## config.mk

```make
export PLATFORM = sky130hd
export DESIGN_NAME = vga_anim_sequencer
export DESIGN_NICKNAME = d
export VERILOG_FILES = /design/src/rtl/vga_anim_sequencer.sv
export SDC_FILE = /design/constraint.sdc
export NUM_CORES = 1
export LEC_CHECK = 0
export ABC_CLOCK_PERIOD_IN_PS = 3070
export BUFFER_PORTS_ARGS = -buffer_cell sky130_fd_sc_hd__buf_2
export CELL_PAD_IN_SITES_DETAIL_PLACEMENT = 0
export CELL_PAD_IN_SITES_GLOBAL_PLACEMENT = 1
export CORE_UTILIZATION = 40
export CTS_CLUSTER_SIZE = 30
export DETAILED_ROUTE_END_ITERATION = 10
export PLACE_DENSITY = 0.91
export SETUP_SLACK_MARGIN = 0.2
export SKIP_LAST_GASP = 1
export SLEW_MARGIN = 20
export SYNTH_ARGS = -nofsm -noshare
export SYNTH_HDL_FRONTEND = slang
export SYNTH_SLANG_ARGS = --single-unit
```

## constraint.sdc

```tcl
create_clock -name clk -period 3.07 [get_ports clk]
set_clock_uncertainty 0.05 [all_clocks]
set_input_delay 0.614 -clock clk [delete_from_list [all_inputs] [get_ports clk]]
set_output_delay 0.614 -clock clk [all_outputs]
set_load 0.05 [all_outputs]
```

## src/rtl/vga_anim_sequencer.sv

```systemverilog
// Text animation sequencer: horizontal scroll or vertical bounce with dwell, stepped once per frame tick.
// All outputs are registered; frame_tick lags the vblank sample by one cycle, and animation updates land on the following edge.
module vga_anim_sequencer #(
  parameter int COLS        = 40,
  parameter int TEXT_LEN    = 11,
  parameter int ROW_MIN     = 10,
  parameter int ROW_MAX     = 17,
  parameter int SCROLL_ROW  = 14,
  parameter int HOLD_FRAMES = 60,
  parameter int VBLANK_LINE = 480
) (
  input  logic       clk,
  input  logic       reset,
  input  logic [9:0] hpos,
  input  logic [9:0] vpos,
  input  logic       move_mode,
  input  logic [1:0] speed,
  input  logic       pause,
  output logic [5:0] text_col,
  output logic [4:0] text_row,
  output logic [7:0] color_phase,
  output logic       frame_tick,
  output logic [1:0] state
);

  localparam logic [1:0] S_SCROLL    = 2'd0;
  localparam logic [1:0] S_BOUNCE_DN = 2'd1;
  localparam logic [1:0] S_BOUNCE_UP = 2'd2;
  localparam logic [1:0] S_HOLD      = 2'd3;

  localparam logic [5:0] COL_LAST  = 6'(COLS - 1);
  localparam logic [5:0] COL_MID   = 6'((COLS - TEXT_LEN) / 2);
  localparam logic [4:0] ROW_LO    = 5'(ROW_MIN);
  localparam logic [4:0] ROW_HI    = 5'(ROW_MAX);
  localparam logic [4:0] ROW_SCR   = 5'(SCROLL_ROW);
  localparam logic [7:0] HOLD_LAST = 8'(HOLD_FRAMES - 1);
  localparam logic [9:0] VBL_LINE  = 10'(VBLANK_LINE);

  logic [1:0] state_nxt;
  logic [5:0] col_nxt;
  logic [4:0] row_nxt;
  logic [7:0] phase_nxt;
  logic [2:0] div_q, div_nxt;
  logic [7:0] hold_q, hold_nxt;
  logic [2:0] period_m1;
  logic       active, step_en, mode_chg;

  assign active = frame_tick & ~pause;

  always_comb begin
    period_m1 = 3'd0;
    case (speed)
      2'd0:    period_m1 = 3'd7;
      2'd1:    period_m1 = 3'd3;
      2'd2:    period_m1 = 3'd1;
      default: period_m1 = 3'd0;
    endcase
  end

  // >= rather than == so a speed change to a shorter period fires immediately.
  assign step_en  = (div_q >= period_m1);
  assign mode_chg = (state == S_SCROLL) ? move_mode : ~move_mode;

  always_ff @(posedge clk) begin
    if (reset) state <= S_SCROLL;
    else       state <= state_nxt;
  end

  always_comb begin
    state_nxt = state;
    if (active) begin
      if (mode_chg) begin
        state_nxt = move_mode ? S_BOUNCE_DN : S_SCROLL;
      end else begin
        case (state)
          S_BOUNCE_DN: if (step_en && text_row == ROW_HI) state_nxt = S_HOLD;
          S_HOLD:      if (hold_q == HOLD_LAST)           state_nxt = S_BOUNCE_UP;
          S_BOUNCE_UP: if (step_en && text_row == ROW_LO) state_nxt = S_BOUNCE_DN;
          default:     state_nxt = state;
        endcase
      end
    end
  end

  always_comb begin
    col_nxt   = text_col;
    row_nxt   = text_row;
    phase_nxt = color_phase;
    div_nxt   = div_q;
    hold_nxt  = hold_q;
    if (active) begin
      phase_nxt = color_phase + 8'd1;
      if (mode_chg) begin
        div_nxt  = 3'd0;
        hold_nxt = 8'd0;
        if (move_mode) begin
          col_nxt = COL_MID;
          row_nxt = ROW_LO;
        end else begin
          col_nxt = COL_LAST;
          row_nxt = ROW_SCR;
        end
      end else begin
        div_nxt = step_en ? 3'd0 : div_q + 3'd1;
        case (state)
          S_SCROLL: begin
            if (step_en) col_nxt = (text_col == 6'd0) ? COL_LAST : text_col - 6'd1;
          end
          S_BOUNCE_DN: begin
            if (step_en && text_row != ROW_HI) row_nxt = text_row + 5'd1;
          end
          S_BOUNCE_UP: begin
            if (step_en && text_row != ROW_LO) row_nxt = text_row - 5'd1;
          end
          default: begin
            // Dwell counts every active tick; leaving it restarts the step cadence.
            if (hold_q == HOLD_LAST) begin
              hold_nxt = 8'd0;
              div_nxt  = 3'd0;
            end else begin
              hold_nxt = hold_q + 8'd1;
            end
          end
        endcase
      end
    end
  end

  always_ff @(posedge clk) begin
    if (reset) begin
      text_col    <= COL_LAST;
      text_row    <= ROW_SCR;
      color_phase <= 8'd0;
      frame_tick  <= 1'b0;
      div_q       <= 3'd0;
      hold_q      <= 8'd0;
    end else begin
      text_col    <= col_nxt;
      text_row    <= row_nxt;
      color_phase <= phase_nxt;
      frame_tick  <= (hpos == 10'd0) && (vpos == VBL_LINE);
      div_q       <= div_nxt;
      hold_q      <= hold_nxt;
    end
  end

endmodule
```

==> metrics, run 1 <==
Critical Path RT 3230 ps; Buffers on Ports 47; Yosys cell types 56; Mapped Nets 288; post-synthesis sequential area ratio 0.314; final setup vio count 0; Setup WS post-layout 660 ps; total wire length 4620 um; RSZ-0062 raised after global routing false; net switching power 0.000200 W; Clk pin slew, worst setup/hold paths 70 ps; outcome completed; first-pass GRT wire length 7270 um; Post-CTS Resized 0; CTS sink cnt 33; Comb pwr share 0.073; Power Dens Cells 328 nW/um^2; worst vdd ir 0.151 mV; Main synth FF type dfxtp_1; Slew headroom 0.668; DIE HEIGHT 74.6 um; ys async rst share 0; Root Driver clkbuf_8; Clk Latency, worst-skew pair 290 ps; DRC marker count from the first detailed-route iteration 91; # DRC 0; Post-CTS Repair Setup Buffers 0; CTS tree done; Max Cap Viol 0; nets@finish 336; cts hold-fix bufs 0; placed cell area 2380 sq um; initial antenna violation count 0; total global-route track usage 0.170; Initial Utilization 0.415; Hold Vio Cnt, Final 0; crit path launch type flop; Mapped Area 2110 sq um; clk buf depth 2; YS warnings 0; mean area per synthesized cell 8.63 sq um; Seq pwr share 0.529; Critical Setup Path Class flop to flop; most common cell after layout, fill and taps aside buf_2; WP data arrival 2570 ps; Core Footprint 5070 sq um; met3 usage 0.0285; Placement Rows 26; vias in the first global route 1,662; crit end category flop; grt ovf 0; Post-Place Cells 355; final period utilization 0.785; most frequent cells in the layout buf_2 (47), dfxtp_1 (33), nor2_1 (27), nand2_1 (23), ha_1 (17); routability cong. 0.835; switch share 0.248; clock power share 0.398; DP HPWL 3510 um; Die X 74.6 um; fmax 415 MHz; DR vias/cell 5.22; routed wire length per instance 12.7 um; non-filler cells, final 363; crit-path max FO 8; diode count 0; Post-synth EDFFs 0; Leak Pwr 1.04 nW; Routed Antenna Nets 0; Post-Synthesis Cells 244; H-tree depth 2; Vias 1,894; area grow syn2layout 17.2%; Tmin final 2410 ps; final-report max-slew violation count 0; grt met2 use 0.272; largest net degree at the start of global routing 22; I/O pin count 48; layout cells sized above 1 0.259; post-route cell area 2470 sq um; Synth Register Bits 33; GR Layer Usage met1 0.222; drt pass-1 iters 4; setup TNS 0 ps; total die area 5560 sq um; gr busiest metal met2; worst min path class flop to flop; pre-CTS WS 402 ps; Filler Cells Inserted 517; Slew @ Worst Pin 497 ps; total CTS buffers 5; Pint 0.000608 W
[state kept, by name, summed over array words and instances (netlist names)]
signal       count
color_phase      8
hold_q           8
text_col         6
text_row         5
div_q            3
state            2
frame_tick       1
[power groups by stage]
stage / Clock [W] / Sequential, W / Combinational, W
floorplan: 0 / 0.000438 / 0.0000357
CTS: 0.000331 / 0.000428 / 0.0000588
finish: 0.000322 / 0.000428 / 0.0000587
global route: 0.000351 / 0.000428 / 0.0000641
global placement: 0 / 0.000438 / 0.0000575
detailed placement: 0 / 0.000438 / 0.0000585
[through the flow]
| step | power (W) | utilization | hold WS (ps) |
|---|---|---|---|
| CTS | 0.000817 | 0.486 | 433 |
| floorplan | 0.000473 | - | 398 |
| global route | 0.000843 | 0.486 | 462 |
| finish | 0.000809 | 0.486 | 432 |
| global placement | 0.000495 | 0.469 | 412 |
| detailed placement | 0.000496 | 0.469 | 423 |
[final timing paths]
kind | startpoint | to | slack [ps] | cells past startpoint
setup / recovery | state[0] | text_row[4] | 660 | 9
hold / removal | color_phase[7] | color_phase[7] | 430 | 2
setup reg to reg | state[0] | text_row[4] | 660 | 9
hold reg to reg | color_phase[7] | color_phase[7] | 430 | 2
[worst max-delay path, cell delays in order, from the launching register on]
cell       delay, ps
dfxtp_1          410
inv_1            110
ha_1             320
inv_1            170
fa_1             210
nand2b_1         110
o2bb2ai_1        140
or4b_1           480
nor2b_1          160
o221ai_1         180
[metal layers]
| layer | up-vias | share of wire | wire length, um |
|---|---|---|---|
| met5 | - | 0 | 0 |
| met4 | 0 | 0.016 | 76 |
| met3 | 7 | 0.031 | 143 |
| met2 | 38 | 0.46 | 2130 |
| met1 | 877 | 0.49 | 2270 |
| li1 | 972 | - | - |
[cells by family after synthesis]
logic type / share of synthesized area
compound gates: 0.206
buf+inv: 0.0523
xor+xnor: 0.0582
fa+ha+maj: 0.111
simple gates: 0.255
mux: 0.00475
flops: 0.314
[Yosys cell counts, drive strengths merged (2+ instances only)]
master | count | area, sq um
a21o | 2 | 22.5
a21oi | 14 | 73.8
a31o | 2 | 17.5
a31oi | 3 | 25.0
a32o | 2 | 21.3
and3 | 4 | 27.5
clkbuf | 7 | 56.3
dfxtp | 33 | 661
ha | 17 | 213
inv | 13 | 48.8
nand2 | 24 | 92.6
nand2b | 6 | 37.5
nand3 | 3 | 15.0
nand3b | 2 | 15.0
nand4 | 7 | 43.8
nor2 | 27 | 101
nor2b | 2 | 12.5
nor3 | 10 | 60.1
nor4 | 6 | 37.5
o211ai | 3 | 22.5
o21ai | 16 | 83.8
o31ai | 2 | 15.0
o41ai | 3 | 63.8
or2 | 2 | 12.5
or3 | 2 | 12.5
or4b | 2 | 23.8
xnor2 | 8 | 70.1
xor2 | 6 | 52.6
[area by class of cell]
type | instances | area, sq um | area share
inverter | 13 | 48.8 | 0.0198
tap | 70 | 87.6 | 0.0355
clock inverter | 3 | 17.5 | 0.00710
clock buffer | 5 | 68.8 | 0.0279
sequential | 33 | 661 | 0.268
timing repair buffer | 49 | 250 | 0.101
multi-input combinational | 190 | 1340 | 0.541
Note: power is estimated with default switching activity, not from simulation.
==> run 2: changes to the inputs <==
ABC_AREA = 1   (was default)
ABC_CLOCK_PERIOD_IN_PS = 2100   (was 3070)
CORE_UTILIZATION = 34   (was 40)
PLACE_DENSITY = 0.86   (was 0.91)
clock period = 2.1 ns   (was 3.07 ns; I/O delays follow)
==> metrics, run 2 <==
outcome completed; final-report max-slew violation count 0; Post-synth EDFFs 0; worst vdd ir 0.269 mV; Routed Antenna Nets 0; Critical Setup Path Class flop to flop; Yosys cell types 36; mean area per synthesized cell 6.82 sq um; WP data arrival 1940 ps; Vias 2,186; I/O pin count 48; total CTS buffers 5; final period utilization 0.867; CP dominant cell by count nand3_1; nets@finish 426; drt pass-1 iters 4; vias in the first global route 1,880; Leak Pwr 1.32 nW; final setup vio count 0; Slew headroom 0.808; largest net degree at the start of global routing 14; fmax 549 MHz; Clk Latency, worst-skew pair 290 ps; Tmin final 1820 ps; Mapped Nets 358; RSZ-0062 raised after global routing true; total die area 6620 sq um; grt ovf 0; setup TNS 0 ps; worst min path class input pin to flop; non-filler cells, final 458; total wire length 5130 um; Post-Place Cells 435; Min-Delay Startpoint hpos[0]; crit-path max FO 5; Final Hold Slack 312 ps; Buffers on Ports 47; Placement Rows 28; Core Footprint 5990 sq um; Slew @ Worst Pin 286 ps; most common cell after layout, fill and taps aside nand2_1; DP HPWL 3740 um; Synth Register Bits 33; Pint 0.00105 W; layout cells sized above 1 0.295; area grow syn2layout 32.2%; top cell type by total area after synthesis dfxtp_1; r2r startpoint state[0]; # DRC 0; net switching power 0.000294 W; biggest regs color_phase: 8 flops, hold_q: 8 flops, text_col: 6 flops; switch share 0.219; Comb pwr share 0.066; routability cong. 0.795; crit end category flop; ys async rst share 0; Commonest cells post-synth nand2_1 (66), inv_1 (42), nor2_1 (39), dfxtp_1 (33), nand3_1 (33); H-tree depth 2; most frequent cells in the layout nand2_1 (61), buf_2 (47), inv_1 (39), nor2_1 (38), nand3_1 (33); CP max-delay cell dfxtp_4; crit path launch type flop; Mapped Area 2140 sq um; CP startpoint state[0]; Power Dens Cells 475 nW/um^2; Slowest Stage Delay on Critical Path 380 ps; routed wire length per instance 11.2 um; CP cell instances inv_4 > ha_4 > buf_4 > ha_1 > a21oi_2 > a21oi_1 > nand3b_1 > nand3_1 > nand3_1; Synth top area share 0.308; ranking of synthesized cells by area dfxtp_1 (31%), nand2_1 (12%), ha_1 (9.9%), nand3_1 (7.7%), inv_1 (7.4%); Max Cap Viol 0; Critical Path RT 2220 ps; pre-CTS WS -26.3 ps; total global-route track usage 0.163; initial antenna violation count 0; Filler Cells Inserted 590; clk buf depth 2; Seq pwr share 0.463; Post-Synthesis Cells 314; first-pass GRT wire length 8340 um; Setup WS post-layout 279 ps; post-synthesis sequential area ratio 0.308; Initial Utilization 0.358; clock power share 0.470; YS warnings 0; Clk pin slew, worst setup/hold paths 70 ps; Die X 81.4 um; Root Driver clkbuf_8; Main synth FF type dfxtp_1; top-count cell post-synth nand2_1; Hold Vio Cnt, Final 0; DR vias/cell 4.77; CTS sink cnt 33; diode count 0; CTS tree done; DRC marker count from the first detailed-route iteration 87; DIE HEIGHT 81.4 um
run 2: cell count changes after synthesis, sizes merged, moves of 6 or more:
cell / change
nand3: +30
nand2b: -6
a21oi: +8
nand2: +43
inv: +32
xnor2: -7
nor2: +15
run 2: area by class of cell:
cell class                      count  area [sq um]  share of cell area
Multi-Input combinational cell    231          1390               0.489
Sequential cell                    33           671               0.237
Timing Repair Buffer               66           385               0.136
Inverter                           45           176              0.0623
Tap cell                           75          93.8              0.0331
Clock buffer                        6          82.6              0.0292
Clock inverter                      2          37.5              0.0133
run 2: critical path, delay by kind of cell, from the launching register on:
| kind | cells | cell delay [ps] |
|---|---|---|
| AO/OA/AOI/OAI | 2 | 250 |
| AND/OR/NAND/NOR | 3 | 320 |
| adder cells (fa/ha/maj) | 2 | 510 |
| buffers and inverters | 2 | 190 |
| flip-flops | 1 | 380 |
run 2: final timing paths:
kind / to / slack, ps / cells after the start
worst max-delay path: text_row[3] / 280 / 9
worst max register to register: text_row[3] / 280 / 9
worst min-delay path: frame_tick / 310 / 3
worst min register to register: div_q[1] / 450 / 2
run 2: power groups by stage:
stage               Clock, W  Sequential, W  Combinational (W)
floorplan                  0       0.000637          0.0000415
global placement           0       0.000637          0.0000756
detailed placement         0       0.000637          0.0000771
CTS                 0.000641       0.000623          0.0000805
global route        0.000672       0.000622          0.0000995
finish              0.000632       0.000623          0.0000890
run 2: metal layers:
| layer | share of wire | vias to the layer above | global-route usage |
|---|---|---|---|
| met5 | 0 | - | 0 |
| met1 | 0.49 | 986 | 0.210 |
| met2 | 0.47 | 34 | 0.265 |
| met4 | 0.012 | 0 | 0.0696 |
| li1 | - | 1161 | - |
| met3 | 0.028 | 5 | 0.0281 |
run 2: metrics by stage:
step / util / area, sq um / power, W
2_1_floorplan: - / 2200 / 0.000679
3_3_place_gp: 0.422 / 2530 / 0.000713
3_5_place_dp: 0.422 / 2530 / 0.000714
4_1_cts: 0.448 / 2680 / 0.00134
5_1_grt: 0.473 / 2830 / 0.00139
6_report: 0.473 / 2830 / 0.00134
run 2: timing repair:
action | 4_1_cts | 5_1_grt
setup endpoints to repair | 11 | 16
setup buffers | 2 | 13
resized for setup | 3 | 18
hold buffers | 0 | 0
pin swaps | 1 | 9
run 2: kinds of logic (layout without fill, tap and decap cells):
logic type | count (synthesis) | after routing | synth area share
adder cells (fa/ha/maj) | 18 | 18 | 0.109
buffers and inverters | 50 | 119 | 0.0935
AND/OR/NAND/NOR | 166 | 166 | 0.350
flip-flops | 33 | 33 | 0.308
AO/OA/AOI/OAI | 40 | 40 | 0.110
XOR/XNOR | 7 | 7 | 0.0286
==> run 3: changes to the inputs <==
BUFFER_PORTS_ARGS = -buffer_cell sky130_fd_sc_hd__clkbuf_2   (was -buffer_cell sky130_fd_sc_hd__buf_2)
==> metrics, run 3 (synthesized netlist as in run 2, its figures left out) <==
DRC marker count from the first detailed-route iteration 62; drt pass-1 iters 4; most common cell after layout, fill and taps aside nand2_1; # DRC 0; Vias 2,141; WP data arrival 1960 ps; post-route cell area 2770 sq um; RSZ-0062 raised after global routing true; crit-path max FO 8; outcome completed; worst vdd ir 0.266 mV; Routed Antenna Nets 0; Die X 81.4 um; Critical Path RT 2220 ps; final setup vio count 0; Power Dens Cells 463 nW/um^2; Slew @ Worst Pin 293 ps; Placement Rows 28; crit path launch type flop; I/O pin count 48; Hold Vio Cnt, Final 0; Final Total Pwr 0.00128 W; non-filler cells, final 454; total global-route track usage 0.158; total wire length 4990 um; Final Hold Slack 327 ps; area grow syn2layout 29.4%; most frequent cells in the layout nand2_1 (64), clkbuf_2 (47), inv_1 (39), nor2_1 (38), nand3_1 (33); routability cong. 0.779; Worst Reg2Reg Path Length in Cells 10; crit end category flop; vias in the first global route 1,882; layout cells sized above 1 0.264; DP HPWL 3680 um; fmax 543 MHz; largest net degree at the start of global routing 14; first-pass GRT wire length 8260 um; routed wire length per instance 11.0 um; setup TNS 0 ps; Slew headroom 0.805; total die area 6620 sq um; DR vias/cell 4.72; total CTS buffers 5; final period utilization 0.877; Core Footprint 5990 sq um; Max Cap Viol 0; DIE HEIGHT 81.4 um; biggest regs color_phase: 8 flops, hold_q: 8 flops, text_col: 6 flops; hold-critical path depth 3; Buffers on Ports 47; Post-Place Cells 438; H-tree depth 2; diode count 0; Leak Pwr 1.30 nW; CTS tree done; Tmin final 1840 ps; clk buf depth 2; Critical Setup Path Class flop to flop; nets@finish 422; Clk pin slew, worst setup/hold paths 70 ps; Root Driver clkbuf_8; worst min path class input pin to flop; CTS sink cnt 33; Clk Latency, worst-skew pair 280 ps; final-report max-slew violation count 0; Initial Utilization 0.358; grt ovf 0; placed cell area 2550 sq um; initial antenna violation count 0
-- run 3: area by class of cell --
class	count	area, sq um
clock buffer	6	72.6
clock inverter	2	33.8
fill	622	3220
inverter	45	174
multi-input combinational	232	1380
sequential	33	671
tap	75	93.8
timing repair buffer	61	344
-- run 3: worst max-delay path, cell delays in order (launching register included) --
cell and delay, ps:
dfxtp_4 360, inv_2 70, ha_4 180, inv_1 60, fa_1 390, nand3b_1 190, a21o_1 180, nand3_1 60
nand3_1 70, nand2_1 70, nor2_1 40
-- run 3: through the flow --
step | setup WS [ps] | util
finish | 259 | 0.463
global route | 170 | 0.463
global placement | 42.8 | 0.426
detailed placement | -9.09 | 0.426
CTS | 212 | 0.444
floorplan | 217 | -
-- run 3: layer usage --
metal	wire (um)	global-route usage	up-vias
met5	0	0	-
met4	38	0.0375	0
met3	158	0.0303	4
met2	2340	0.258	33
met1	2450	0.214	947
li1	-	-	1157
-- run 3: power breakdown --
part	total [W]	internal, W	switching (W)
sequential	0.000623	0.000623	0.000000000160
combinational	0.0000862	0.0000394	0.0000467
clock	0.000575	0.000350	0.000224
-- run 3: final timing paths --
check,startpoint,endpoint,slack [ps]
min reg2reg,div_q[0],div_q[0],440
max,state[0],text_row[4],260
min,hpos[0],frame_tick,330
max reg2reg,state[0],text_row[4],260
-- run 3: timing repair --
item | CTS | global route
resized for setup | 0 | 13
buffers inserted | 0 | 7
hold buffers | 0 | 0
endpoints found under the setup margin | 0 | 18
